==> config.mk <==
export PLATFORM = sky130hd
export DESIGN_NAME = cmd_status_arbiter
export DESIGN_NICKNAME = d
export VERILOG_FILES = /design/src/rtl/cmd_status_arbiter_pkg.sv /design/src/rtl/cmd_order_fifo.sv /design/src/rtl/cmd_status_arbiter.sv
export SDC_FILE = /design/constraint.sdc
export NUM_CORES = 1
export LEC_CHECK = 0
export BUFFER_PORTS_ARGS = -buffer_cell sky130_fd_sc_hd__buf_2
export CORE_MARGIN = 5
export CORE_UTILIZATION = 55
export DETAILED_ROUTE_END_ITERATION = 16
export HOLD_SLACK_MARGIN = 0.02
export PLACE_DENSITY = 0.83
export SETUP_SLACK_MARGIN = 0.1
export SKIP_CTS_REPAIR_TIMING = 1
export SLEW_MARGIN = 10
export SYNTH_ARGS = -nofsm -noshare
export SYNTH_HDL_FRONTEND = slang
export SYNTH_SLANG_ARGS = --single-unit
==> constraint.sdc <==
create_clock -name i_clk -period 4.85 [get_ports i_clk]
set_input_delay 0.485 -clock i_clk [delete_from_list [all_inputs] [get_ports i_clk]]
set_output_delay 0.485 -clock i_clk [all_outputs]
set_load 0.005 [all_outputs]
==> src/rtl/cmd_status_arbiter_pkg.sv <==
// ----------------------------------------------------------------------------
// cmd_status_arbiter_pkg
// Shared types for the command/status bus and its requester-side arbiter.
//   Command     : bus command encoding (WRITE/READ)
//   Status      : bus status encoding (OK/ERROR)
//   ARB_MAX_N   : largest requester count the arbiter supports
//   CmdArbState : command FSM states
//   req_idx_t   : requester index, wide enough for ARB_MAX_N requesters
// ----------------------------------------------------------------------------
package cmd_status_arbiter_pkg;

    typedef enum logic {
        WRITE = 1'b0,
        READ  = 1'b1
    } Command;

    typedef enum logic {
        OK    = 1'b0,
        ERROR = 1'b1
    } Status;

    localparam int ARB_MAX_N = 8;
    localparam int ARB_IDX_W = $clog2(ARB_MAX_N);

    typedef logic [ARB_IDX_W-1:0] req_idx_t;

    typedef enum logic {
        IDLE  = 1'b0,
        ISSUE = 1'b1
    } CmdArbState;

    // Index following cur in a ring of n requesters.
    function automatic req_idx_t next_idx(input req_idx_t cur, input int n);
        if (int'(cur) >= n - 1) begin
            return '0;
        end
        return cur + 1'b1;
    endfunction

endpackage

==> src/rtl/cmd_order_fifo.sv <==
// ----------------------------------------------------------------------------
// cmd_order_fifo
// In-order FIFO of requester indices, one entry per command that has been
// accepted but whose status has not yet come back. DEPTH must be a power of
// two and at least 2.
//   clk, rst  : clock, asynchronous active-high reset
//   push      : write push_idx at the tail (ignored when full)
//   push_idx  : requester index to record
//   pop       : drop the head entry (ignored when empty)
//   head      : requester index at the head
//   empty     : no entries
//   full      : DEPTH entries
//   count     : number of entries, 0..DEPTH
// ----------------------------------------------------------------------------
module cmd_order_fifo
    import cmd_status_arbiter_pkg::*;
#(
    parameter int DEPTH = 4
) (
    input  logic                     clk,
    input  logic                     rst,
    input  logic                     push,
    input  req_idx_t                 push_idx,
    input  logic                     pop,
    output req_idx_t                 head,
    output logic                     empty,
    output logic                     full,
    output logic [$clog2(DEPTH):0]   count
);

    localparam int AW = $clog2(DEPTH);

    req_idx_t     mem [DEPTH];
    // Pointers carry one bit beyond the address so full and empty differ.
    logic [AW:0]  wr_ptr;
    logic [AW:0]  rd_ptr;
    logic         do_push;
    logic         do_pop;

    assign do_push = push && !full;
    assign do_pop  = pop && !empty;

    always_ff @(posedge clk or posedge rst) begin
        if (rst) begin
            wr_ptr <= '0;
            rd_ptr <= '0;
            for (int i = 0; i < DEPTH; i++) begin
                mem[i] <= '0;
            end
        end else begin
            if (do_push) begin
                mem[wr_ptr[AW-1:0]] <= push_idx;
                wr_ptr              <= wr_ptr + 1'b1;
            end
            if (do_pop) begin
                rd_ptr <= rd_ptr + 1'b1;
            end
        end
    end

    assign count = wr_ptr - rd_ptr;
    assign empty = (wr_ptr == rd_ptr);
    assign full  = (wr_ptr[AW] != rd_ptr[AW]) && (wr_ptr[AW-1:0] == rd_ptr[AW-1:0]);
    assign head  = mem[rd_ptr[AW-1:0]];

endmodule

==> src/rtl/cmd_status_arbiter.sv <==
// ----------------------------------------------------------------------------
// cmd_status_arbiter
// Shares one command/status bus between N requesters. Commands are accepted
// round-robin, registered, then issued on the bus; each accepted command's
// requester index is queued in order so the returning status stream is routed
// combinationally to the requester whose command is oldest.
//   i_clk, i_rst              : clock, asynchronous active-high reset
//   i_req_command_valid/ready : per-requester command handshake
//   i_req_command             : per-requester command bit (Command)
//   o_req_status_valid/ready  : per-requester status handshake
//   o_req_status              : per-requester status bit (Status)
//   o_bus_command_valid/ready : bus command handshake, o_bus_command payload
//   i_bus_status_valid/ready  : bus status handshake, i_bus_status payload
//   o_outstanding             : accepted commands without returned status
//   o_err_count               : saturating count of delivered ERROR statuses
//   o_orphan                  : sticky, bus status seen with nothing pending
// ----------------------------------------------------------------------------
module cmd_status_arbiter
    import cmd_status_arbiter_pkg::*;
#(
    parameter int N         = 2,
    parameter int DEPTH     = 4,
    parameter int ERR_WIDTH = 8
) (
    input  logic                     i_clk,
    input  logic                     i_rst,
    input  logic [N-1:0]             i_req_command_valid,
    output logic [N-1:0]             o_req_command_ready,
    input  logic [N-1:0]             i_req_command,
    output logic [N-1:0]             o_req_status_valid,
    input  logic [N-1:0]             i_req_status_ready,
    output logic [N-1:0]             o_req_status,
    output logic                     o_bus_command_valid,
    input  logic                     i_bus_command_ready,
    output logic                     o_bus_command,
    input  logic                     i_bus_status_valid,
    output logic                     o_bus_status_ready,
    input  logic                     i_bus_status,
    output logic [$clog2(DEPTH):0]   o_outstanding,
    output logic [ERR_WIDTH-1:0]     o_err_count,
    output logic                     o_orphan
);

    CmdArbState             state_q;
    CmdArbState             state_d;
    req_idx_t               rr_q;
    req_idx_t               rr_d;
    req_idx_t               win_q;
    req_idx_t               win_d;
    Command                 cmd_q;
    Command                 cmd_d;
    logic [ERR_WIDTH-1:0]   err_q;
    logic                   orphan_q;

    logic                   grant_found;
    req_idx_t               grant_idx;

    logic                   fifo_push;
    logic                   fifo_pop;
    req_idx_t               fifo_head;
    logic                   fifo_empty;
    logic                   fifo_full;
    logic [$clog2(DEPTH):0] fifo_count;

    function automatic logic [ERR_WIDTH-1:0] sat_inc(input logic [ERR_WIDTH-1:0] v);
        return (&v) ? v : v + 1'b1;
    endfunction

    // Round-robin search: first valid requester at or after rr_q, wrapping.
    // rr_q < N, so exactly one of the two comparisons hits for each offset.
    always_comb begin
        grant_found = 1'b0;
        grant_idx   = '0;
        for (int off = 0; off < N; off++) begin
            for (int i = 0; i < N; i++) begin
                if (!grant_found && i_req_command_valid[i] &&
                    ((i == int'(rr_q) + off) || (i == int'(rr_q) + off - N))) begin
                    grant_found = 1'b1;
                    grant_idx   = req_idx_t'(i);
                end
            end
        end
    end

    // Command FSM. The full check uses the pre-pop count, so a pop in the
    // same cycle never opens a slot early.
    always_comb begin
        state_d             = state_q;
        rr_d                = rr_q;
        win_d               = win_q;
        cmd_d               = cmd_q;
        fifo_push           = 1'b0;
        o_req_command_ready = '0;
        o_bus_command_valid = 1'b0;
        case (state_q)
            IDLE: begin
                if (grant_found && !fifo_full && !i_rst) begin
                    for (int i = 0; i < N; i++) begin
                        if (grant_idx == req_idx_t'(i)) begin
                            o_req_command_ready[i] = 1'b1;
                            cmd_d                  = Command'(i_req_command[i]);
                        end
                    end
                    fifo_push = 1'b1;
                    win_d     = grant_idx;
                    state_d   = ISSUE;
                end
            end
            ISSUE: begin
                o_bus_command_valid = 1'b1;
                if (i_bus_command_ready) begin
                    rr_d    = next_idx(win_q, N);
                    state_d = IDLE;
                end
            end
            default: state_d = IDLE;
        endcase
    end

    assign o_bus_command = cmd_q;

    // Status path: only the requester at the FIFO head sees the bus status.
    always_comb begin
        o_req_status_valid = '0;
        o_req_status       = '0;
        o_bus_status_ready = 1'b0;
        if (!fifo_empty) begin
            for (int i = 0; i < N; i++) begin
                if (fifo_head == req_idx_t'(i)) begin
                    o_bus_status_ready    = i_req_status_ready[i];
                    o_req_status_valid[i] = i_bus_status_valid;
                    o_req_status[i]       = i_bus_status;
                end
            end
        end
    end

    // Ready is already low when the FIFO is empty.
    assign fifo_pop = o_bus_status_ready && i_bus_status_valid;

    always_ff @(posedge i_clk or posedge i_rst) begin
        if (i_rst) begin
            state_q  <= IDLE;
            rr_q     <= '0;
            win_q    <= '0;
            cmd_q    <= WRITE;
            err_q    <= '0;
            orphan_q <= 1'b0;
        end else begin
            state_q <= state_d;
            rr_q    <= rr_d;
            win_q   <= win_d;
            cmd_q   <= cmd_d;
            if (fifo_pop && (i_bus_status == ERROR)) begin
                err_q <= sat_inc(err_q);
            end
            if (fifo_empty && i_bus_status_valid) begin
                orphan_q <= 1'b1;
            end
        end
    end

    cmd_order_fifo #(
        .DEPTH (DEPTH)
    ) u_order_fifo (
        .clk      (i_clk),
        .rst      (i_rst),
        .push     (fifo_push),
        .push_idx (win_d),
        .pop      (fifo_pop),
        .head     (fifo_head),
        .empty    (fifo_empty),
        .full     (fifo_full),
        .count    (fifo_count)
    );

    assign o_outstanding = fifo_count;
    assign o_err_count   = err_q;
    assign o_orphan      = orphan_q;

endmodule

Word level (Yosys, flattened, before mapping)
Index checks and enable logic that the tools add are counted.
Cells by class
  add/sub/neg operators: 8
  order comparisons: 4
  equal/unequal tests: 9
  muxes and demuxes: 40
  bitwise operators: 4
  reduce and logical (&&, ||, !) cells: 37
Operators with widths (number)
  zero test 32 bit: 4
  == test 2 x 32 -> 1 bit, first input constant: 1
  2-to-1 mux 3 bit: 9
  2-to-1 mux 1 bit: 23
  logical AND 1 bit: 16
  bitwise mux 12 bit: 1
  adder 3 x 1 -> 3 bit, second input constant: 3
  adder 8 x 1 -> 8 bit, second input constant: 1
  2-to-1 mux 2 bit: 4
  AND reduction 8 bit: 1
  binary-select mux 3 bit (select 2 bit): 1
  demux 3 bit (select 2 bit): 1
  == test 3 x 1 -> 1 bit, second input constant: 2
  greater-or-equal comparator 3 bit, second input constant: 2
  zero test 1 bit: 6
  zero test 3 bit: 2
  NOT 2 -> 3 bit: 2
  == test 2 x 5 -> 1 bit, first input constant: 1
  subtractor 4 x 2 -> 5 bit, second input constant: 1
  adder 3 x 1 -> 4 bit, second input constant: 1
  == test 2 x 4 -> 1 bit, first input constant: 1
  logical OR 1 bit: 4
  AND reduction 2 bit: 2
  subtractor 3 x 2 -> 4 bit, second input constant: 1
  other kinds (11): 12
Storage, ports and cells
  register bits: 35
  input bits: 11
  output and inout bits: 21
  logic and storage cells: 114

Logic depth before layout (Yosys ltp)
Gate-level depths: netlist (run 1).
  depth after elaboration: 22
  gate-level depth with buffers: 11
  gate-level depth less buffers: 10

Cells and area by module
From an unflattened synthesis (run 1), not the netlist that was laid out.
Unflattened totals
  cells, all modules: 185
  area, all modules: 2093.3 um2
By module, submodules not included
  cmd_status_arbiter: times used 1, cells an instance 110, area each 1129.8 um2, sequential area each 425.4 um2
  cmd_order_fifo: times used 1, cells an instance 75, area each 963.4 um2, sequential area each 450.4 um2

Worst setup path before layout (run 1)
OpenSTA, ideal clock, no wires.
  path type: register -> output
  from: register rr_q[0]
  to: output port o_req_command_ready[0]
  data arrival time: 2199 ps
  data required time: 4365 ps
  setup slack: 2166 ps
  cell stages (with the launch flop): 10
  path buffers: 1
  cell sequence: dfrtp_1 ha_1 xnor2_1 ha_1 and3_1 o21a_1 a32oi_1 a31oi_2 buf_2 and2b_1
On the way
  word-level cells in the longest chain between the ends: 21
  elaborated cells on any way between the ends: 38
  classes of those cells: add/sub (3); eq/ne (4); mux (10); reduce/logical (21)
Ends and longest elaborated chain
  from (decl): RTL line cmd_status_arbiter.sv:46  | req_idx_t rr_q;
  from (signal assigned): RTL line cmd_status_arbiter.sv:151  | rr_q <= rr_d;
  subtractor 3 x 2 -> 4 bit: RTL line cmd_status_arbiter.sv:77  | ((i == int'(rr_q) + off) || (i == int'(rr_q) + off - N))) begin
  zero test 32 bit: RTL line cmd_status_arbiter.sv:77
  logical OR 1 bit: RTL line cmd_status_arbiter.sv:77
  logical AND 1 bit: RTL line cmd_status_arbiter.sv:76  | if (!grant_found && i_req_command_valid[i] &&
  2-to-1 mux 1 bit: RTL line cmd_status_arbiter.sv:76
  zero test 1 bit: RTL line cmd_status_arbiter.sv:76
  logical AND 1 bit (2 in series): RTL line cmd_status_arbiter.sv:76
  2-to-1 mux 1 bit: RTL line cmd_status_arbiter.sv:76
  (+3 left out)
  2-to-1 mux 1 bit: RTL line cmd_status_arbiter.sv:76
  zero test 1 bit: RTL line cmd_status_arbiter.sv:76
  logical AND 1 bit (2 in series): RTL line cmd_status_arbiter.sv:76
  2-to-1 mux 3 bit or 2-to-1 mux 1 bit (tied branches): RTL line cmd_status_arbiter.sv:76
  zero test 3 bit or logical AND 1 bit (tied branches): RTL line cmd_status_arbiter.sv:99, cmd_status_arbiter.sv:97
  2-to-1 mux 1 bit or logical AND 1 bit (tied branches): RTL line cmd_status_arbiter.sv:99, cmd_status_arbiter.sv:97
  2-to-1 mux 2 bit (*): RTL line cmd_status_arbiter.sv:97  | if (grant_found && !fifo_full && !i_rst) begin
  2-to-1 mux 2 bit (*): RTL line cmd_status_arbiter.sv:95  | case (state_q)
  to (decl): RTL line cmd_status_arbiter.sv:28  | output logic [N-1:0] o_req_command_ready,
Mark *: on every way between the ends. The rest lies on a longest branch, timed or not.

Final worst setup path (run 1)
  from: register rr_q[0]
  to: output port o_req_command_ready[1]
On the way
  word-level cells in the longest chain between the ends: 21
  elaborated cells on any way between the ends: 38
  classes of those cells: add/sub (3); eq/ne (5); mux (10); reduce/logical (20)
Ends and longest elaborated chain (RTL line)
  subtractor 3 x 2 -> 4 bit: cmd_status_arbiter.sv:77
  zero test 32 bit: cmd_status_arbiter.sv:77
  logical OR 1 bit: cmd_status_arbiter.sv:77
  logical AND 1 bit: cmd_status_arbiter.sv:76
  2-to-1 mux 1 bit: cmd_status_arbiter.sv:76
  zero test 1 bit: cmd_status_arbiter.sv:76
  logical AND 1 bit (2 in series): cmd_status_arbiter.sv:76
  2-to-1 mux 1 bit: cmd_status_arbiter.sv:76
  (+3 left out)
  2-to-1 mux 1 bit: cmd_status_arbiter.sv:76
  zero test 1 bit: cmd_status_arbiter.sv:76
  logical AND 1 bit (2 in series): cmd_status_arbiter.sv:76
  2-to-1 mux 3 bit or 2-to-1 mux 1 bit (tied branches): cmd_status_arbiter.sv:76
  == test 3 x 1 -> 1 bit or logical AND 1 bit (tied branches): cmd_status_arbiter.sv:99, cmd_status_arbiter.sv:97
  2-to-1 mux 1 bit or logical AND 1 bit (tied branches): cmd_status_arbiter.sv:99, cmd_status_arbiter.sv:97
  2-to-1 mux 2 bit (*): cmd_status_arbiter.sv:97
  2-to-1 mux 2 bit (*): cmd_status_arbiter.sv:95
Marked as above.

==> results.yml, run 1 <==
status:
  status: "completed"
global_route:
  use_met1: 0.2241
  grt_usage: 0.1643
  grt_pass1_wl_um: 6430
  antenna_found_initial: 0
  first_global_vias: 1401
  use_met2: 0.2585
  top_usage_layer: "met2"
  met3_usage: 0.04203
  grt_overflow: 0
  grt_start_max_net_pins: 30
power_and_ir_drop:
  powerDensity_nw_per_um2: 558.1
  p_leak_uw: 0.001120
  vdd_drop_max_v: 0.0002578
finish:
  final_layout_size_suffix_gt1_frac: 0.2392
  final_common_cell: "dfrtp_1"
  antenna_cells: 0
  regArea_um2: 875.8
  nets: 239
  multi_input_area_um2: 992.2
  num-fill-cells: 275
  final_cell_mix: "35 x dfrtp_1, 31 x buf_2, 19 x ha_1, 15 x nand2_1, 12 x inv_1"
  areaGrowthSynthToFinish_pct: 14.33
synthesis:
  synth-main-ff-cell: "dfrtp_1"
  synth_top_family_by_area: "simple AND/OR/NAND/NOR gates"
  yosys_register_bits: 35
  synth_fa_ha_area_frac: 0.1336
  ys_seq_area_frac: 0.4540
  ys_types: 44
  syn_area_per_cell_um2: 11.28
  synth-compound-area-share: 0.1070
  netlist_area_um2: 1929
  yosys_warnings: 0
  synthArstFlopShare: 1.000
  synth_edf_count: 0
  synth.mux.area_fraction: 0.04734
  synthXorXnorAreaFrac: 0.06355
  syn-instance-count: 171
  syn-num-nets: 202
  yosys.area_share.simple: 0.1628
placed_design:
  place.detailed.hpwl_um: 2891
  gp_congestion: 0.7961
  io_buffers: 31
sta:
  finalSetupViolCount: 0
  period_needed_ps: 3555
  fmax_mhz: 281.3
  final_max_slew_viol_count: 0
  finalCritPeriodShare: 0.7330
  hold_viol: 0
  tightest_slew_ps: 668.1
  rsz0062_at_grt: "false"
  skew_ps: 14.92
  fin_hold_ws_ps: 72.48
  maxSlewHeadroom: 0.5532
  fin_tns_setup_ps: 0
drt:
  via_per_inst: 5.404
  antenna_left: 0
  post_drt_wl_per_cell_um: 14.47
  drcViolationCount: 0
  firstDrtPassIters: 4
  vias: 1378
  drtIter0Drc: 51
  wl_um: 3689
critical_path:
  setup.worst_path.end_class: "primary output"
  reg2reg_to: "u_order_fifo.mem[1]"
  endpoint: "o_req_command_ready[1]"
  cp.required_ps: 4370
  r2r_cells: 9
  start_kind: "register"
  reg2reg_slack_ps: 1910
  worstSetupPathType: "reg2out"
  reg2reg_from: "rr_q[0]"
  arrival_ps: 3070
  cp-startpoint: "rr_q[0]"
  path_max_fanout: 15
floorplanning:
  rows: 21
  die_h_um: 69.23
  dieArea_um2: 4792
  core_area_um2: 3363
  initial_core_util: 0.5737
  die_x_um: 69.23
  ios: 32
clocking:
  clkLatencyLatePin_ps: 330
  clock-sinks: 35
  cts_root_buf: "clkbuf_4"
  clkTransAtPathRegs_ps: 110
  cts_tree: "done"
  cts_buffers: 5
  max-clock-path-buffers: 2
  h-tree-depth: 2
job:
  max-cap-violations: 0
worst_hold_path:
  hold_class: "in2async"
[how the worst min path moves through the flow]
| stage | cells after the start | start | endpoint | slack [ps] |
|---|---|---|---|---|
| floorplan | 1 | o_orphan | o_orphan | 450 |
| global placement | 2 | i_rst | u_order_fifo.mem[3] | 430 |
| detailed placement | 2 | i_rst | u_order_fifo.mem[9] | 440 |
| CTS | 2 | i_rst | u_order_fifo.mem[9] | 60 |
| global route | 2 | i_rst | u_order_fifo.mem[9] | 60 |
| finish | 2 | i_rst | u_order_fifo.mem[9] | 70 |
[stage by stage]
stage	total power (uW)	instance area, um2	utilization	cells	worst slack (ps)
floorplan	864.6	1929	-	171	2166
global placement	1038	2133	0.6343	247	1744
detailed placement	1060	2133	0.6343	247	1674
CTS	1245	2206	0.6559	255	1295
global route	1350	2206	0.6559	255	1044
finish	1231	2206	0.6559	255	1295
[cells by family (layout without fill, tap and decap cells)]
| kind of cell | count (synthesis) | after routing |
|---|---|---|
| AO/OA/AOI/OAI | 25 | 25 |
| XOR/XNOR | 14 | 14 |
| adder cells (fa/ha/maj) | 20 | 20 |
| buffers and inverters | 14 | 52 |
| flip-flops | 35 | 35 |
| multiplexers | 6 | 6 |
| AND/OR/NAND/NOR | 57 | 57 |
[sequential cells by signal (all words and copies together) (netlist names)]
name	cells
o_bus_command	1
o_err_count	8
o_orphan	1
rr_q	3
state_q	1
u_order_fifo.mem	12
u_order_fifo.rd_ptr	3
u_order_fifo.wr_ptr	3
win_q	3
[cells in the mapped netlist, types with 2 or more instances]
library cell  count  area (um2)
and3_1            3       18.77
dfrtp_1          35       875.8
nand3_1           3       15.01
xnor2_1          10       87.58
nand2_1          15       56.30
and2_1            9       56.30
o21ai_0           2       10.01
mux4_2            2       45.04
and4_1            2       17.52
ha_1             19       237.7
nand4_1           4       25.02
a21oi_1           2       10.01
and2b_1           2       15.01
a22o_1            5       43.79
nor2_1           11       41.29
xor2_1            4       35.03
inv_1            12       45.04
nor2b_1           2       12.51
a21o_1            4       30.03
[where the power goes]
part           internal [uW]  leakage, uW  switching [uW]
Sequential               369     0.000455            91.9
Combinational            281     0.000628             308
Clock                   84.8    0.0000375            97.1
Total                    735      0.00112             497
[layer usage]
layer	up-vias	part of all wire
met5	-	0
met4	0	0.0030
met3	2	0.044
met2	37	0.48
met1	669	0.47
li1	670	-
[critical path: stages, from the launching register on]
cell and delay, ps:
dfrtp_1 490, ha_1 280, xnor2_1 290, ha_1 220, and3_1 160, o21a_1 170
a32oi_1 120, a31oi_2 600, and2_4 300, buf_2 110
[final cells by class]
cell class	count	share of cell area
Clock buffer	7	0.02950
Inverter	12	0.02042
Sequential cell	35	0.3970
Timing Repair Buffer	32	0.07374
Multi-Input combinational cell	122	0.4498
Clock inverter	1	0.003403
Tap cell	46	0.02609
No activity file was read; power rests on OpenSTA's default activity.
==> run 2, diff against run 1 <==
CORE_UTILIZATION = 50   (was 55)
PLACE_DENSITY = 0.8   (was 0.83)
clock period = 3 ns   (was 4.85 ns; I/O delays follow)
==> run 2 against run 1 <==
  * Die area is 8.5% higher
  * Global-route usage shrank 0.71 points
  * Utilization shrank 2.3 points
  * Total power is 77% higher
  * Critical path depth stayed put
  * First-iteration DRC count shrank 43%
  * Critical path type unchanged
  * Largest cell class unchanged
  * Largest power group unchanged
  * Highest routed layer unchanged
==> results.yml, run 2 (synthesized netlist as in run 1, its figures left out) <==
sta:
  hold_viol: 0
  rsz0062_at_grt: "false"
  fin_tns_setup_ps: 0
  tightest_slew_ps: 649.5
  finalSetupViolCount: 0
  skew_ps: 5.525
  maxSlewHeadroom: 0.5665
  period_needed_ps: 2801
  fmax_mhz: 357.0
  finalCritPeriodShare: 0.9337
  final_max_slew_viol_count: 0
power_and_ir_drop:
  p_leak_uw: 0.001174
  clockPowerShare: 0.171
  p_int_uw: 1330
  pwr-share-comb: 0.486
  powerDensity_nw_per_um2: 935.3
  seqPwrFrac: 0.342
  power_switching_uw: 853.9
  switching_share: 0.3910
  vdd_drop_max_v: 0.0003846
drt:
  firstDrtPassIters: 4
  via_per_inst: 5.279
  antenna_left: 0
  vias: 1399
  wl_um: 3811
  post_drt_wl_per_cell_um: 14.38
  drcViolationCount: 0
  drtIter0Drc: 29
finish:
  final_cell_mix: "33 x dfrtp_1, 31 x buf_2, 18 x ha_1, 15 x nand2_1, 11 x nor2_1"
  nets: 247
  utilization: 0.6330
  regMostFlops: "u_order_fifo.mem"
  largest_reg_flops: 12
  final_common_cell: "dfrtp_1"
  areaGrowthSynthToFinish_pct: 21.01
  multi_input_area_um2: 1028
  regArea_um2: 878.3
  final_layout_size_suffix_gt1_frac: 0.2949
  num-fill-cells: 296
  antenna_cells: 0
global_route:
  grt_usage: 0.1572
  grt_pass1_wl_um: 6368
  first_global_vias: 1378
  antenna_found_initial: 0
  grt_overflow: 0
  use_met1: 0.2112
  met3_usage: 0.04986
  top_usage_layer: "met2"
  grt_start_max_net_pins: 19
  use_met2: 0.2417
status:
  status: "completed"
floorplanning:
  ios: 32
  initial_core_util: 0.5231
  die_h_um: 72.12
  die_x_um: 72.12
  dieArea_um2: 5201
  rows: 22
  core_area_um2: 3689
placed_design:
  io_buffers: 31
  gp_congestion: 0.8190
  place.detailed.hpwl_um: 2869
clocking:
  clkLatencyLatePin_ps: 290
  cts_tree: "done"
  clock-sinks: 35
  cts_root_buf: "clkbuf_8"
  h-tree-depth: 2
  max-clock-path-buffers: 2
  clkTransAtPathRegs_ps: 70
  cts_buffers: 5
critical_path:
  worstSetupPathType: "reg2out"
  start_kind: "register"
  cp-startpoint: "rr_q[1]"
  cp.required_ps: 2700
  arrival_ps: 2500
  path_max_fanout: 8
  setup.worst_path.end_class: "primary output"
  reg2reg_from: "rr_q[1]"
job:
  max-cap-violations: 0
worst_hold_path:
  hold_class: "in2async"
## run 2: cell types whose count changed in the layout (fill, tap and decap cells not counted), sizes merged
cell	previous run	this run
clkbuf	7	8
buf	32	40
clkinvlp	1	0
## run 2: layout make-up
class                           instances  share of cell area
Tap cell                               48             0.02572
Inverter                               12             0.01929
Clock buffer                            8             0.04287
Sequential cell                        35              0.3762
Timing Repair Buffer                   40             0.09539
Multi-Input combinational cell        122              0.4405
## run 2: final timing paths
| kind | to | slack, ps | depth (start not counted) |
|---|---|---|---|
| worst max-delay path | o_req_command_ready[0] | 200 | 9 |
| worst min-delay path | u_order_fifo.rd_ptr[1] | 100 | 2 |
| worst max register to register | u_order_fifo.mem[9] | 440 | 10 |
| worst min register to register | o_orphan | 450 | 1 |
| max in group asynchronous | rr_q[1] | 2180 | 3 |
| min in group i_clk | o_orphan | 230 | 2 |
## run 2: stage by stage
| stage | instance area [um2] | hold slack, ps | power (uW) | std cells | setup WS (ps) |
|---|---|---|---|---|---|
| floorplan | 1929 | 416.5 | 1398 | 171 | 500.5 |
| global placement | 2143 | 433.0 | 1691 | 250 | 334.3 |
| detailed placement | 2143 | 435.9 | 1720 | 250 | 257.0 |
| CTS | 2243 | 121.6 | 2103 | 258 | -90.01 |
| global route | 2335 | 177.7 | 2385 | 265 | 56.42 |
| finish | 2335 | 102.1 | 2184 | 265 | 198.8 |
## run 2: power groups by stage
stage	Sequential (uW)	Combinational, uW	Clock (uW)
after floorplan	720	677	0
after CTS	742	976	385
after global placement	744	948	0
after global routing	775	1210	402
after detailed placement	751	969	0
final	748	1060	374
## run 2: layer usage
metal,share of wire,vias to the layer above
li1,-,684
met1,0.46,666
met2,0.45,41
met3,0.071,8
met4,0.015,0
met5,0,-
## run 2: critical path: stages, from the launching register on
cell,delay [ps]
dfrtp_2,470
ha_4,200
xnor2_2,150
ha_1,220
and3_1,180
o21a_1,210
a32oi_2,280
a31oi_4,170
and2b_1,210
buf_2,120
==> run 3, diff against run 2 <==
CORE_UTILIZATION = 51   (was 50)
PLACE_DENSITY = 0.81   (was 0.8)
SYNTH_HIERARCHICAL = 1   (was unset)
==> run 3 against run 2 <==
  * Total power increased by 18%
  * Final cell count rose by 6.0%
  * Largest power group unchanged
  * Final area up 8.6%
  * Critical path type is now reg2reg
  * Critical endpoint is now u_order_fifo/wr_ptr[1]
==> results.yml, run 3 <==
status:
  status: "completed"
critical_path:
  worstSetupPathType: "reg2reg"
  start_kind: "register"
  slowest_stage: "dfrtp_2"
  critPathTopFamily: "compound AO/OA/AOI/OAI gates"
  path_max_fanout: 6
  crit_buf_inv: 1
  critical_path.max_stage_delay_ps: 440
  setup.worst_path.end_class: "register"
  arrival_ps: 2960
  cp.required_ps: 3170
  path_cells: "ha_2 -> xnor2_2 -> ha_1 -> and3_1 -> o21a_1 -> a32oi_4 -> buf_4 -> a31oi_2 -> a21bo_2 -> mux2_1"
sta:
  fin_tns_setup_ps: 0
  hold_viol: 0
  period_needed_ps: 2795
  final_max_slew_viol_count: 0
  maxSlewHeadroom: 0.5432
  rsz0062_at_grt: "true"
  tightest_slew_ps: 684.4
  worst_slack_ps: 205.5
  fin_hold_ws_ps: 104.9
  fmax_mhz: 357.8
  finalCritPeriodShare: 0.9315
  skew_ps: 12.41
  finalSetupViolCount: 0
floorplanning:
  rows: 23
  initial_core_util: 0.5233
  dieArea_um2: 5486
  die_h_um: 74.07
  ios: 32
  die_x_um: 74.07
  core_area_um2: 4000
drt:
  firstDrtPassIters: 4
  drtIter0Drc: 60
  vias: 1539
  wl_um: 4318
  via_per_inst: 5.477
  post_drt_wl_per_cell_um: 15.37
  drcViolationCount: 0
  antenna_left: 0
synthesis:
  syn-instance-count: 185
  synthArstFlopShare: 1.000
  yosysTopAreaCell: "dfrtp_1"
  synth_most_common_cell: "dfrtp_1"
  syn-num-nets: 216
  ys_types: 46
  yosys_warnings: 6
  synth_common_cells: "35 x dfrtp_1, 19 x ha_1, 15 x inv_1, 15 x nand2_1, 14 x mux2_2"
  syn_area_per_cell_um2: 11.31
  synth.area.top_cells: "dfrtp_1 42%, ha_1 11%, mux2_2 7.5%"
  netlist_area_um2: 2093
  synth_top_cell_area_share: 0.4184
  yosys_register_bits: 35
  ys_seq_area_frac: 0.4184
  synth_edf_count: 0
  synth-main-ff-cell: "dfrtp_1"
placed_design:
  io_buffers: 31
  dp_cells: 268
  pre_cts_ws_ps: -21.28
  gp_congestion: 0.7524
  place.detailed.hpwl_um: 3124
power_and_ir_drop:
  p_int_uw: 1554
  switching_share: 0.3947
  power_switching_uw: 1013
  pwr-share-comb: 0.509
  seqPwrFrac: 0.296
  powerDensity_nw_per_um2: 1012
  p_leak_uw: 0.001216
  clockPowerShare: 0.195
  vdd_drop_max_v: 0.0007523
clocking:
  clock-sinks: 35
  clkTransAtPathRegs_ps: 80
  clkLatencyLatePin_ps: 290
  cts_root_buf: "clkbuf_8"
  max-clock-path-buffers: 2
  h-tree-depth: 2
  cts_tree: "done"
  cts_buffers: 5
finish:
  regMostFlops: "u_order_fifo/mem"
  areaGrowthSynthToFinish_pct: 21.16
  final_layout_size_suffix_gt1_frac: 0.3723
  final_cell_mix: "32 x dfrtp_1, 31 x buf_2, 18 x ha_1, 15 x nand2_1, 14 x mux2_2"
  largest_reg_flops: 12
  utilization: 0.6340
  final_cells: 281
  antenna_cells: 0
  num-fill-cells: 315
  final_common_cell: "dfrtp_1"
  nets: 261
global_route:
  grt_usage: 0.1657
  grt_start_max_net_pins: 19
  grt_overflow: 0
  antenna_found_initial: 0
  first_global_vias: 1457
  grt_pass1_wl_um: 6969
worst_hold_path:
  hold_class: "in2async"
job:
  max-cap-violations: 0
-- run 3: cell count changes in the layout (fill, tap and decap cells not counted), moves of 3 or more --
cell	change
mux2_2	+13
and2_1	-5
nor3_1	+4
a22o_1	-5
inv_1	+3
o21ai_0	+3
a21oi_2	+4
xor2_1	-3
-- run 3: area by class of cell --
cell class	instances	area [um2]	share of cell area
timing repair buffer	38	207.7	0.08189
clock inverter	3	67.56	0.02664
multi-input combinational	135	1194	0.4706
inverter	15	56.30	0.02220
sequential	35	879.6	0.3468
clock buffer	5	68.82	0.02713
tap	50	62.56	0.02467
-- run 3: power by group through the flow --
| stage | clock network [uW] | logic [uW] | registers, uW |
|---|---|---|---|
| after CTS | 511 | 1240 | 757 |
| after floorplan | 0 | 845 | 751 |
| after global routing | 540 | 1450 | 783 |
| after global placement | 0 | 1200 | 755 |
| final | 500 | 1310 | 761 |
| after detailed placement | 0 | 1230 | 761 |
-- run 3: logic make-up after synthesis --
group           Yosys count  share of synthesized area
simple gates             54                     0.1411
flops                    35                     0.4184
buf+inv                  16                    0.02869
compound gates           29                     0.1172
xor+xnor                 12                    0.05380
mux                      19                     0.1177
fa+ha+maj                20                     0.1231
-- run 3: layer usage --
layer / routed length (um) / global-route usage
met2: 2301 / 0.2835
met3: 144 / 0.04054
met1: 1862 / 0.2161
met5: 0 / 0
met4: 10 / 0.03018
-- run 3: through the flow --
stage	area [um2]	power [uW]
3_3_place_gp	2330	1954
4_1_cts	2466	2511
6_report	2536	2567
2_1_floorplan	2093	1596
3_5_place_dp	2330	1993
5_1_grt	2536	2777
-- run 3: final timing paths --
path                       cells past startpoint  slack (ps)                endpoint               start
hold / removal                                 2         100                win_q[1]               i_rst
setup reg to reg                              10         210  u_order_fifo/wr_ptr[1]             rr_q[0]
max in group asynchronous                      2        2390  u_order_fifo/rd_ptr[1]               i_rst
min in group i_clk                             2         230                o_orphan  i_bus_status_valid
setup / recovery                              10         210  u_order_fifo/wr_ptr[1]             rr_q[0]
hold reg to reg                                1         470                o_orphan            o_orphan
